$ cat config.mk
export PLATFORM = sky130hd
export DESIGN_NAME = csi2_4to1_pkt_sched
export DESIGN_NICKNAME = d
export VERILOG_FILES = /design/src/rtl/csi2_4to1_pkg.sv /design/src/rtl/csi2_rr_arb4.sv /design/src/rtl/csi2_4to1_pkt_sched.sv
export SDC_FILE = /design/constraint.sdc
export NUM_CORES = 1
export LEC_CHECK = 0
export CAP_MARGIN = 30
export CORE_ASPECT_RATIO = 0.6
export CORE_MARGIN = 10
export CORE_UTILIZATION = 47
export CTS_CLUSTER_DIAMETER = 150
export DETAILED_ROUTE_END_ITERATION = 16
export MAX_ROUTING_LAYER = met4
export PLACE_DENSITY = 0.82
export SETUP_SLACK_MARGIN = 0.2
export SKIP_CTS_REPAIR_TIMING = 1
export SYNTH_ARGS = -nofsm -noshare
export SYNTH_HDL_FRONTEND = slang
export SYNTH_SLANG_ARGS = --single-unit
$ cat constraint.sdc
create_clock -name core_clk_i -period 3.3 [get_ports core_clk_i]
set_input_delay 0.495 -clock core_clk_i [delete_from_list [all_inputs] [get_ports core_clk_i]]
set_output_delay 0.495 -clock core_clk_i [all_outputs]
set_load 0.03 [all_outputs]
$ cat src/rtl/csi2_4to1_pkg.sv
// Shared types and constants for the 4-to-1 CSI-2 packet scheduler.
package csi2_4to1_pkg;

  localparam int NUM_CH = 4;
  localparam int IDX_W  = 2;
  localparam int VC_W   = 2;
  localparam int DT_W   = 6;
  localparam int WC_W   = 16;

  // Scheduler FSM encoding.
  typedef enum logic [1:0] {
    ST_IDLE,
    ST_ARB,
    ST_XFER,
    ST_GAP
  } sched_state_e;

  // CSI-2 short-packet data types.
  localparam logic [DT_W-1:0] DT_FS = 6'h00;
  localparam logic [DT_W-1:0] DT_FE = 6'h01;
  localparam logic [DT_W-1:0] DT_LS = 6'h02;
  localparam logic [DT_W-1:0] DT_LE = 6'h03;

endpackage

$ cat src/rtl/csi2_rr_arb4.sv
// Combinational 4-way round-robin arbiter: the first requester found when
// scanning upward from the pointer (with wrap) wins.
module csi2_rr_arb4
  import csi2_4to1_pkg::*;
(
  input  logic [NUM_CH-1:0] req_i,
  input  logic [IDX_W-1:0]  ptr_i,
  output logic [NUM_CH-1:0] gnt_o,
  output logic [IDX_W-1:0]  idx_o
);

  logic             found;
  logic [IDX_W-1:0] k;

  // Scan the four positions starting at the pointer; the 2-bit index wraps naturally.
  always_comb begin
    gnt_o = '0;
    idx_o = '0;
    found = 1'b0;
    k     = '0;
    for (int i = 0; i < NUM_CH; i++) begin
      k = ptr_i + IDX_W'(i);
      if (!found && req_i[k]) begin
        found    = 1'b1;
        gnt_o[k] = 1'b1;
        idx_o    = k;
      end
    end
  end

endmodule

$ cat src/rtl/csi2_4to1_pkt_sched.sv
// Packet scheduler for the 4-to-1 CSI-2 merger: picks one channel (shorts
// before longs, round-robin within a class), drives the packetiser until it
// reports completion or the watchdog expires, then inserts an LP gap.
module csi2_4to1_pkt_sched
  import csi2_4to1_pkg::*;
#(
  parameter int GAP_CYC = 4,
  parameter int TO_W    = 16
) (
  input  logic                     core_clk_i,
  input  logic                     core_rstn,
  input  logic [NUM_CH-1:0]        ch_sp_req_i,
  input  logic [NUM_CH-1:0]        ch_lp_req_i,
  input  logic [NUM_CH*DT_W-1:0]   ch_dt_i,
  input  logic [NUM_CH*WC_W-1:0]   ch_wc_i,
  output logic [NUM_CH-1:0]        ch_gnt_o,
  output logic [NUM_CH-1:0]        ch_done_o,
  output logic [IDX_W-1:0]         byte_sel_o,
  output logic [VC_W-1:0]          vc_o,
  output logic [DT_W-1:0]          dt_o,
  output logic [WC_W-1:0]          wc_o,
  output logic                     sp_req_o,
  output logic                     lp_req_o,
  input  logic                     d_hs_rdy_i,
  input  logic                     phdr_xfr_done_i,
  output logic                     busy_o,
  output logic                     to_err_o
);

  localparam int GAP_W = (GAP_CYC > 1) ? $clog2(GAP_CYC) : 1;

  sched_state_e      state_q, state_d;
  logic [IDX_W-1:0]  rr_q, rr_d;
  logic [NUM_CH-1:0] gnt_q, gnt_d;
  logic [NUM_CH-1:0] done_q, done_d;
  logic [IDX_W-1:0]  idx_q, idx_d;
  logic [DT_W-1:0]   dt_q, dt_d;
  logic [WC_W-1:0]   wc_q, wc_d;
  logic              sp_q, sp_d;
  logic              lp_q, lp_d;
  logic              to_err_q, to_err_d;
  logic [TO_W-1:0]   wd_q, wd_d;
  logic [GAP_W-1:0]  gap_q, gap_d;

  logic [DT_W-1:0]   dt_arr [NUM_CH];
  logic [WC_W-1:0]   wc_arr [NUM_CH];
  logic [NUM_CH-1:0] sp_gnt, lp_gnt, win_gnt;
  logic [IDX_W-1:0]  sp_idx, lp_idx, win_idx;
  logic              win_sp, req_any;

  for (genvar g = 0; g < NUM_CH; g++) begin : g_unpack
    assign dt_arr[g] = ch_dt_i[g*DT_W +: DT_W];
    assign wc_arr[g] = ch_wc_i[g*WC_W +: WC_W];
  end

  csi2_rr_arb4 u_arb_sp (
    .req_i (ch_sp_req_i),
    .ptr_i (rr_q),
    .gnt_o (sp_gnt),
    .idx_o (sp_idx)
  );

  csi2_rr_arb4 u_arb_lp (
    .req_i (ch_lp_req_i),
    .ptr_i (rr_q),
    .gnt_o (lp_gnt),
    .idx_o (lp_idx)
  );

  // Any pending short request takes the whole arbitration away from longs.
  assign win_sp  = |ch_sp_req_i;
  assign win_gnt = win_sp ? sp_gnt : lp_gnt;
  assign win_idx = win_sp ? sp_idx : lp_idx;
  assign req_any = |(ch_sp_req_i | ch_lp_req_i);

  // Next-state and next-output computation for the scheduler FSM.
  always_comb begin
    // NOTE: every target is defaulted up front so no branch can leave one unassigned and infer a latch.
    state_d  = state_q;
    rr_d     = rr_q;
    gnt_d    = gnt_q;
    done_d   = '0;
    idx_d    = idx_q;
    dt_d     = dt_q;
    wc_d     = wc_q;
    sp_d     = sp_q;
    lp_d     = lp_q;
    to_err_d = 1'b0;
    wd_d     = wd_q;
    gap_d    = gap_q;
    unique case (state_q)
      ST_IDLE: begin
        if (req_any) state_d = ST_ARB;
      end
      ST_ARB: begin
        if (!req_any) begin
          state_d = ST_IDLE;
        end else if (d_hs_rdy_i) begin
          gnt_d   = win_gnt;
          idx_d   = win_idx;
          dt_d    = dt_arr[win_idx];
          wc_d    = wc_arr[win_idx];
          sp_d    = win_sp;
          lp_d    = ~win_sp;
          rr_d    = win_idx + IDX_W'(1);
          wd_d    = '0;
          state_d = ST_XFER;
        end
      end
      ST_XFER: begin
        wd_d = wd_q + TO_W'(1);
        // A real completion wins over a watchdog expiry in the same cycle.
        if (phdr_xfr_done_i || (wd_d == {TO_W{1'b1}})) begin
          to_err_d = ~phdr_xfr_done_i;
          done_d   = gnt_q;
          gnt_d    = '0;
          sp_d     = 1'b0;
          lp_d     = 1'b0;
          gap_d    = '0;
          state_d  = ST_GAP;
        end
      end
      ST_GAP: begin
        gap_d = gap_q + GAP_W'(1);
        if (gap_q == GAP_W'(GAP_CYC - 1)) state_d = ST_IDLE;
      end
      default: state_d = ST_IDLE;
    endcase
  end

  // State and output registers; reset clears everything immediately.
  always_ff @(posedge core_clk_i or negedge core_rstn) begin
    if (!core_rstn) begin
      state_q  <= ST_IDLE;
      rr_q     <= '0;
      gnt_q    <= '0;
      done_q   <= '0;
      idx_q    <= '0;
      dt_q     <= '0;
      wc_q     <= '0;
      sp_q     <= 1'b0;
      lp_q     <= 1'b0;
      to_err_q <= 1'b0;
      wd_q     <= '0;
      gap_q    <= '0;
    end else begin
      // NOTE: non-blocking assignments so every flop samples the pre-edge values.
      state_q  <= state_d;
      rr_q     <= rr_d;
      gnt_q    <= gnt_d;
      done_q   <= done_d;
      idx_q    <= idx_d;
      dt_q     <= dt_d;
      wc_q     <= wc_d;
      sp_q     <= sp_d;
      lp_q     <= lp_d;
      to_err_q <= to_err_d;
      wd_q     <= wd_d;
      gap_q    <= gap_d;
    end
  end

  assign ch_gnt_o   = gnt_q;
  assign ch_done_o  = done_q;
  assign byte_sel_o = idx_q;
  assign vc_o       = idx_q;
  assign dt_o       = dt_q;
  assign wc_o       = wc_q;
  assign sp_req_o   = sp_q;
  assign lp_req_o   = lp_q;
  assign to_err_o   = to_err_q;
  assign busy_o     = (state_q != ST_IDLE);

endmodule

# Word level (Yosys, flattened, before mapping)
# Index checks and enable logic that the tools add are counted.
word_totals:
  regBits: 57
  input_bits: 100
  out_inout_bits: 38
op_classes:
  addsub: 6
  n_lt_le_gt_ge: 9
  n_eq_ne: 11
  muxes: 80
  n_bitwise: 10
  n_reduce_logical: 28
ops:
  columns: ["op", "count"]
  rows:
  - ["$mux W16", 4]
  - ["$mux W4", 14]
  - ["$bmux W16 S2", 1]
  - ["$pmux W16 S2", 1]
  - ["$mux W2", 15]
  - ["$or A4 B4 Y4", 7]
  - ["$mux W1", 25]
  - ["$add A16 B1 Y16 const B", 1]
  - ["$bmux W1 S2", 8]
  - ["$eq A16 B16 Y1 const B", 1]
  - ["$bmux W6 S2", 1]
  - ["$lt A2 B3 Y1 const B", 4]
  - ["$mux W6", 2]
  - ["$logic_and A1 B1 Y1", 10]
  - ["$ne A2 B2 Y1 const B", 5]
  - ["$demux W1 S2", 4]
  - ["$ge A2 B1 Y1 const B", 4]
  - ["$pmux W2 S4", 1]
  - ["$pmux W4 S2", 1]
  - ["$reduce_and A4 Y1", 2]
  - ["$reduce_or A4 Y1", 2]
  - ["$add A2 B1 Y2 const B", 3]
  - ["$eq A2 B2 Y1 const B", 3]
  - ["$logic_not A1 Y1", 6]
  - ["other kinds (13)", 19]

# Depth between registers and ports, before layout
depth:
  depth_word: 17
  mapped_depth: 14
  mapped_depth_nobuf: 9

# By module
# Synthesis repeated with hierarchy kept, for this count alone.
hier_totals:
  cells_unflattened: 455
  hier_area_um2: 4332.9
modules_own_cells:
  columns: ["module", "n_inst", "cells_per_inst", "area_per_inst_um2", "seq_area_each_um2"]
  rows:
  - ["csi2_4to1_pkt_sched", 1, 342, 3404.5, 1426.4]
  - ["csi2_rr_arb4 (u_arb_sp)", 1, 65, 489.2, 0.0]
  - ["csi2_rr_arb4 (u_arb_lp)", 1, 48, 439.2, 0.0]

# Worst setup path after synthesis
# OpenSTA, ideal clock, no wires.
synth_timing:
  path_type: "register to register"
  startpoint: "reg rr_q[0]"
  endpoint: "reg dt_q[0], in the netlist dt_o[0]"
  setup_ns: 0.132
  t_arrival_ns: 2.831
  t_required_ns: 3.168
  path_slack_ns: 0.337
  stages_incl_launch_ff: 14
  path_buffers: 5
  path_cell_list: "dfrtp_1 buf_6 buf_4 inv_1 ha_1 buf_2 mux4_2 nor3b_2 o22ai_1 a21oi_2 buf_6 buf_8 mux2i_1 o221ai_2"
synth_between:
  elab_chain_len: 17
synth_lines:
  columns: ["element", "line", "text"]
  rows:
  - ["start, declared", "csi2_4to1_pkt_sched.sv:33", "logic [IDX_W-1:0] rr_q, rr_d;"]
  - ["start signal, assigned", "csi2_4to1_pkt_sched.sv:149", "rr_q <= rr_d;"]
  - ["branches (longest 12 deep; another with $add A2 B1 Y2)", null, null]
  - ["$mux W2 *", "csi2_4to1_pkt_sched.sv:73", "assign win_idx = win_sp ? sp_idx : lp_idx;"]
  - ["$not A2 Y3 (implied by the code) *", "csi2_4to1_pkt_sched.sv:101", "dt_d = dt_arr[win_idx];"]
  - ["$bmux W6 S2 *", "csi2_4to1_pkt_sched.sv:101", null]
  - ["$mux W6 (implied by the code) * (2 in series)", "csi2_4to1_pkt_sched.sv:101", null]
  - ["end signal, assigned", "csi2_4to1_pkt_sched.sv:153", "dt_q <= dt_d;"]
  - ["end, declared", "csi2_4to1_pkt_sched.sv:37", "logic [DT_W-1:0] dt_q, dt_d;"]
# Every way passes the cells marked *. The select of a mux whose other input is x is not followed.
# A chain may end at the register's enable or synchronous reset.

# Worst setup path after layout
layout_timing:
  startpoint: "in ch_sp_req_i[0]"
  endpoint: "reg wc_q[2], in the netlist wc_o[2]"
layout_between:
  elab_chain_len: 17
layout_lines:
  columns: ["element", "line", "text"]
  rows:
  - ["start, declared", "csi2_4to1_pkt_sched.sv:12", "input logic [NUM_CH-1:0] ch_sp_req_i,"]
  - ["$bmux W1 S2", "csi2_rr_arb4.sv:23", "if (!found && req_i[k]) begin"]
  - ["$mux W1 (implied by the code)", "csi2_rr_arb4.sv:23", null]
  - ["$mux W1", "csi2_rr_arb4.sv:23", null]
  - ["$logic_not A1 Y1", "csi2_rr_arb4.sv:23", null]
  - ["$logic_and A1 B1 Y1", "csi2_rr_arb4.sv:23", null]
  - ["$mux W1", "csi2_rr_arb4.sv:23", null]
  - ["$logic_not A1 Y1", "csi2_rr_arb4.sv:23", null]
  - ["$logic_and A1 B1 Y1", "csi2_rr_arb4.sv:23", null]
  - ["$mux W1", "csi2_rr_arb4.sv:23", null]
  - ["$logic_not A1 Y1", "csi2_rr_arb4.sv:23", null]
  - ["$logic_and A1 B1 Y1", "csi2_rr_arb4.sv:23", null]
  - ["$mux W2", "csi2_rr_arb4.sv:23", null]
  - ["$mux W2", "csi2_4to1_pkt_sched.sv:73", null]
  - ["$not A2 Y3 (implied by the code)", "csi2_4to1_pkt_sched.sv:102", "wc_d = wc_arr[win_idx];"]
  - ["$bmux W16 S2", "csi2_4to1_pkt_sched.sv:102", null]
  - ["$mux W16 (implied by the code) (2 in series)", "csi2_4to1_pkt_sched.sv:102", null]
  - ["end signal, assigned", "csi2_4to1_pkt_sched.sv:154", "wc_q <= wc_d;"]
  - ["end, declared", "csi2_4to1_pkt_sched.sv:38", "logic [WC_W-1:0] wc_q, wc_d;"]
# Parallel ways exist; a longest one is shown, timed or not. The select of a mux whose other input is x is not followed.

==> impl_metrics.env <==
export IMPL_layout_common_cells="clkdlybuf4s50_1 (136), dfrtp_1 (57), nand2_1 (51), mux2i_1 (49), o21ai_0 (32)"
export IMPL_cts_sinks=57
export IMPL_max_stage_delay_ns=0.61
export IMPL_worst_clock_skew_ns=0.00854
export IMPL_cp_depth=10
export IMPL_pre_cts_slack_ns=0.0246
export IMPL_numCtsBuffers=9
export IMPL_dr_pass1_iters=6
export IMPL_grt_max_degree=40
export IMPL_max_slew_margin_pct=34.7
export IMPL_ys_seq_area_share_pct=34.3
export IMPL_r2r_start="wd_q[0]"
export IMPL_synth_top_cell_area_share_pct=34.3
export IMPL_pwr_share_comb_pct=62.6
export IMPL_htreeDepth=3
export IMPL_finalHoldViolations=0
export IMPL_io_buffers=137
export IMPL_slew_viol_final=0
export IMPL_crit_buf_inv=3
export IMPL_arrival_ns=3.09
export IMPL_core_area_mm2=0.00856
export IMPL_internal_power_w=0.00311
export IMPL_max_freq_mhz=344
export IMPL_power_density_mw_per_mm2=930
export IMPL_syn_nets=536
export IMPL_async_reset_ff_share_pct=100
export IMPL_synthesis_area_mm2=0.00416
export IMPL_grt_pass1_vias=4204
export IMPL_dp_hpwl_um=10700
export IMPL_synthCells=427
export IMPL_ys_types=66
export IMPL_ant_nets=0
export IMPL_r2r_cells=8
export IMPL_synth_area_leaders="dfrtp_1 (34%), mux2i_1 (12%), nand2_1 (4.6%)"
export IMPL_p_clk_share_pct=16.7
export IMPL_ys_flop_type="dfrtp_1"
export IMPL_die_h_um=92.9
export IMPL_r2r_slack_ns=0.40
export IMPL_crit_path_end="wc_o[2]"
export IMPL_startpoint_type="input pin"
export IMPL_rows=26
export IMPL_avgSynthCellArea_um2=9.74
export IMPL_setup_tns_ns=0
export IMPL_gp_congestion=0.908
export IMPL_die_w_um=141
export IMPL_clock_latency_ns=0.33
export IMPL_vias_per_cell=5.97
export IMPL_finalNetCount=670
export IMPL_initial_core_util_pct=48.6
export IMPL_period_needed_ns=2.90
export IMPL_grt_usage_pct=20.9
export IMPL_drcViolationCount=0
export IMPL_period_share_pct=88.0
export IMPL_drv_cap=0
export IMPL_total_power_w=0.00552
export IMPL_area_growth_pct=42.7
export IMPL_drive_above_1_share_pct=13.1
export IMPL_tightest_slew_ns=0.978
export IMPL_p_leak_nw=2.39
export IMPL_r2r_end="ch_gnt_o[1]"
export IMPL_yosys_area_top_type="dfrtp_1"
export IMPL_worstSetupStartpoint="ch_sp_req_i[0]"
export IMPL_max_clock_path_buffers=2
export IMPL_root_buffer="clkbuf_16"
export IMPL_grt_pass1_wl_um=21800
export IMPL_antenna_found_initial=0
export IMPL_post_dp_cell_area_mm2=0.00560
export IMPL_critical_path_class="input pin to flip-flop"
export IMPL_io_pins=138
export IMPL_setup_viol=0
export IMPL_grt_overflow_total=0
export IMPL_slowest_stage="mux4_2"
export IMPL_hold_path_class="input pin to async pin"
export IMPL_end_kind="flip-flop"
export IMPL_layout_commonest_cell="clkdlybuf4s50_1"
export IMPL_cts_tree="yes"
export IMPL_crit_required_ns=3.49
export IMPL_dr_total_vias=4046
export IMPL_drt_iter0_drc=401
export IMPL_wire_per_inst_um=20.5
export IMPL_rsz0062_at_grt="false"
export IMPL_switching_share_pct=43.7
export IMPL_die_area_mm2=0.0131
export IMPL_drt_wl_total_um=13900
export IMPL_peakVddDrop_mv=0.516
export IMPL_diodes=0
export IMPL_path_clk_slew_ns=0.05
export IMPL_outcome="completed"
export IMPL_critical_path_cell_chain="clkdlybuf4s50_1 > mux4_2 > nor2b_4 > nor3b_2 > o22ai_1 > a21oi_4 > buf_12 > buf_4 > mux2i_1 > o221ai_1"
export IMPL_critical_path_top_delay_family="buffers and inverters"
export IMPL_ys_seq_elements=57
export IMPL_final_cell_area_mm2=0.00593
export IMPL_synth_edf_count=0
export IMPL_pwr_share_seq_pct=20.7
export IMPL_p_sw_w=0.00241
export IMPL_setup_slack_ns=0.396
export IMPL_worst_path_max_fanout=15
export IMPL_ys_warn_count=0
-- worst reg2reg max path, stage by stage (launching register included) --
cell and delay, ns:
dfrtp_1 0.45, ha_1 0.28, and4_1 0.36, nand3_2 0.13, xor2_1 0.16, or4_4 0.57
o41ai_4 0.28, and2_0 0.40, o22ai_1 0.13
-- area by class of cell --
cell class	count	area, µm²
tap	112	140
sequential	57	1430
timing repair buffer	163	1630
clock inverter	5	55.1
multi-input combinational	321	2410
clock buffer	11	243
inverter	9	33.8
fill	634	2620
-- worst min path at each step --
| stage | start | endpoint | slack (ns) | depth (start not counted) |
|---|---|---|---|---|
| 2_1_floorplan | core_rstn | async pin | 0.20 | 0 |
| 3_3_place_gp | gap_q[0] | gap_q[0] | 0.47 | 1 |
| 3_5_place_dp | wc_o[10] | wc_o[10] | 0.48 | 2 |
| 4_1_cts | core_rstn | wd_q[14] | 0.30 | 1 |
| 5_1_grt | core_rstn | wd_q[14] | 0.35 | 1 |
| 6_report | core_rstn | ch_gnt_o[2] | 0.29 | 1 |
-- stage by stage --
step	utilization [%]	instances	hold slack, ns
final	69.3	678	0.290
after global routing	69.3	678	0.354
after CTS	69.0	676	0.303
after detailed placement	65.5	660	0.477
after global placement	65.5	660	0.468
after floorplan	-	427	0.199
-- cells by family (layout without fill, tap and decap cells) --
| logic type | count (synthesis) | count (layout) | share of synthesized area, % |
|---|---|---|---|
| muxes | 58 | 58 | 16.1 |
| DFF | 57 | 57 | 34.3 |
| AOI/OAI and AO/OA | 111 | 111 | 20.4 |
| and+or+nand+nor | 135 | 135 | 16.8 |
| xor gates and xnor gates | 8 | 8 | 1.68 |
| adders and majority gates | 9 | 9 | 2.71 |
| buffers and inverters | 49 | 188 | 8.03 |
-- routing by layer --
metal / GRT usage (%) / part of all wire (%) / up-vias
met3: 7.04 / 8.7 / 13
met4: 3.73 / 0.70 / 0
met5: - / 0 / -
met2: 33.3 / 48 / 193
met1: 25.5 / 42 / 1969
li1: - / - / 1871
-- sequential cells by signal, summed over array words and instances (netlist names), 2 cells and up, named ones only --
name        count
byte_sel_o      2
gap_q           2
wd_q           16
ch_done_o       4
wc_o           16
rr_q            2
ch_gnt_o        4
dt_o            6
-- cell usage after synthesis (4+ instances only) --
master and count:
a21oi_1 6, a221oi_1 9, a22oi_1 8, a31oi_1 5
and3_1 4, buf_2 8, buf_4 7, buf_6 7
clkbuf_1 13, dfrtp_1 57, ha_1 9, inv_1 8
mux2i_1 49, mux4_2 7, nand2_1 51, nand3_1 13
nand4_1 8, nor2_1 22, nor3_1 7, nor3b_1 4
o21ai_0 32, o221ai_1 15, o221ai_2 7, o22ai_1 7
xnor2_1 5
-- power groups by stage --
stage | Combinational, W | Sequential [W] | Clock [W]
6_report | 0.00345 | 0.00114 | 0.000920
5_1_grt | 0.00370 | 0.00117 | 0.000961
4_1_cts | 0.00335 | 0.00114 | 0.000929
3_5_place_dp | 0.00333 | 0.00114 | 0
3_3_place_gp | 0.00322 | 0.00113 | 0
2_1_floorplan | 0.00215 | 0.00140 | 0
Note: power is estimated with default switching activity, not from simulation.
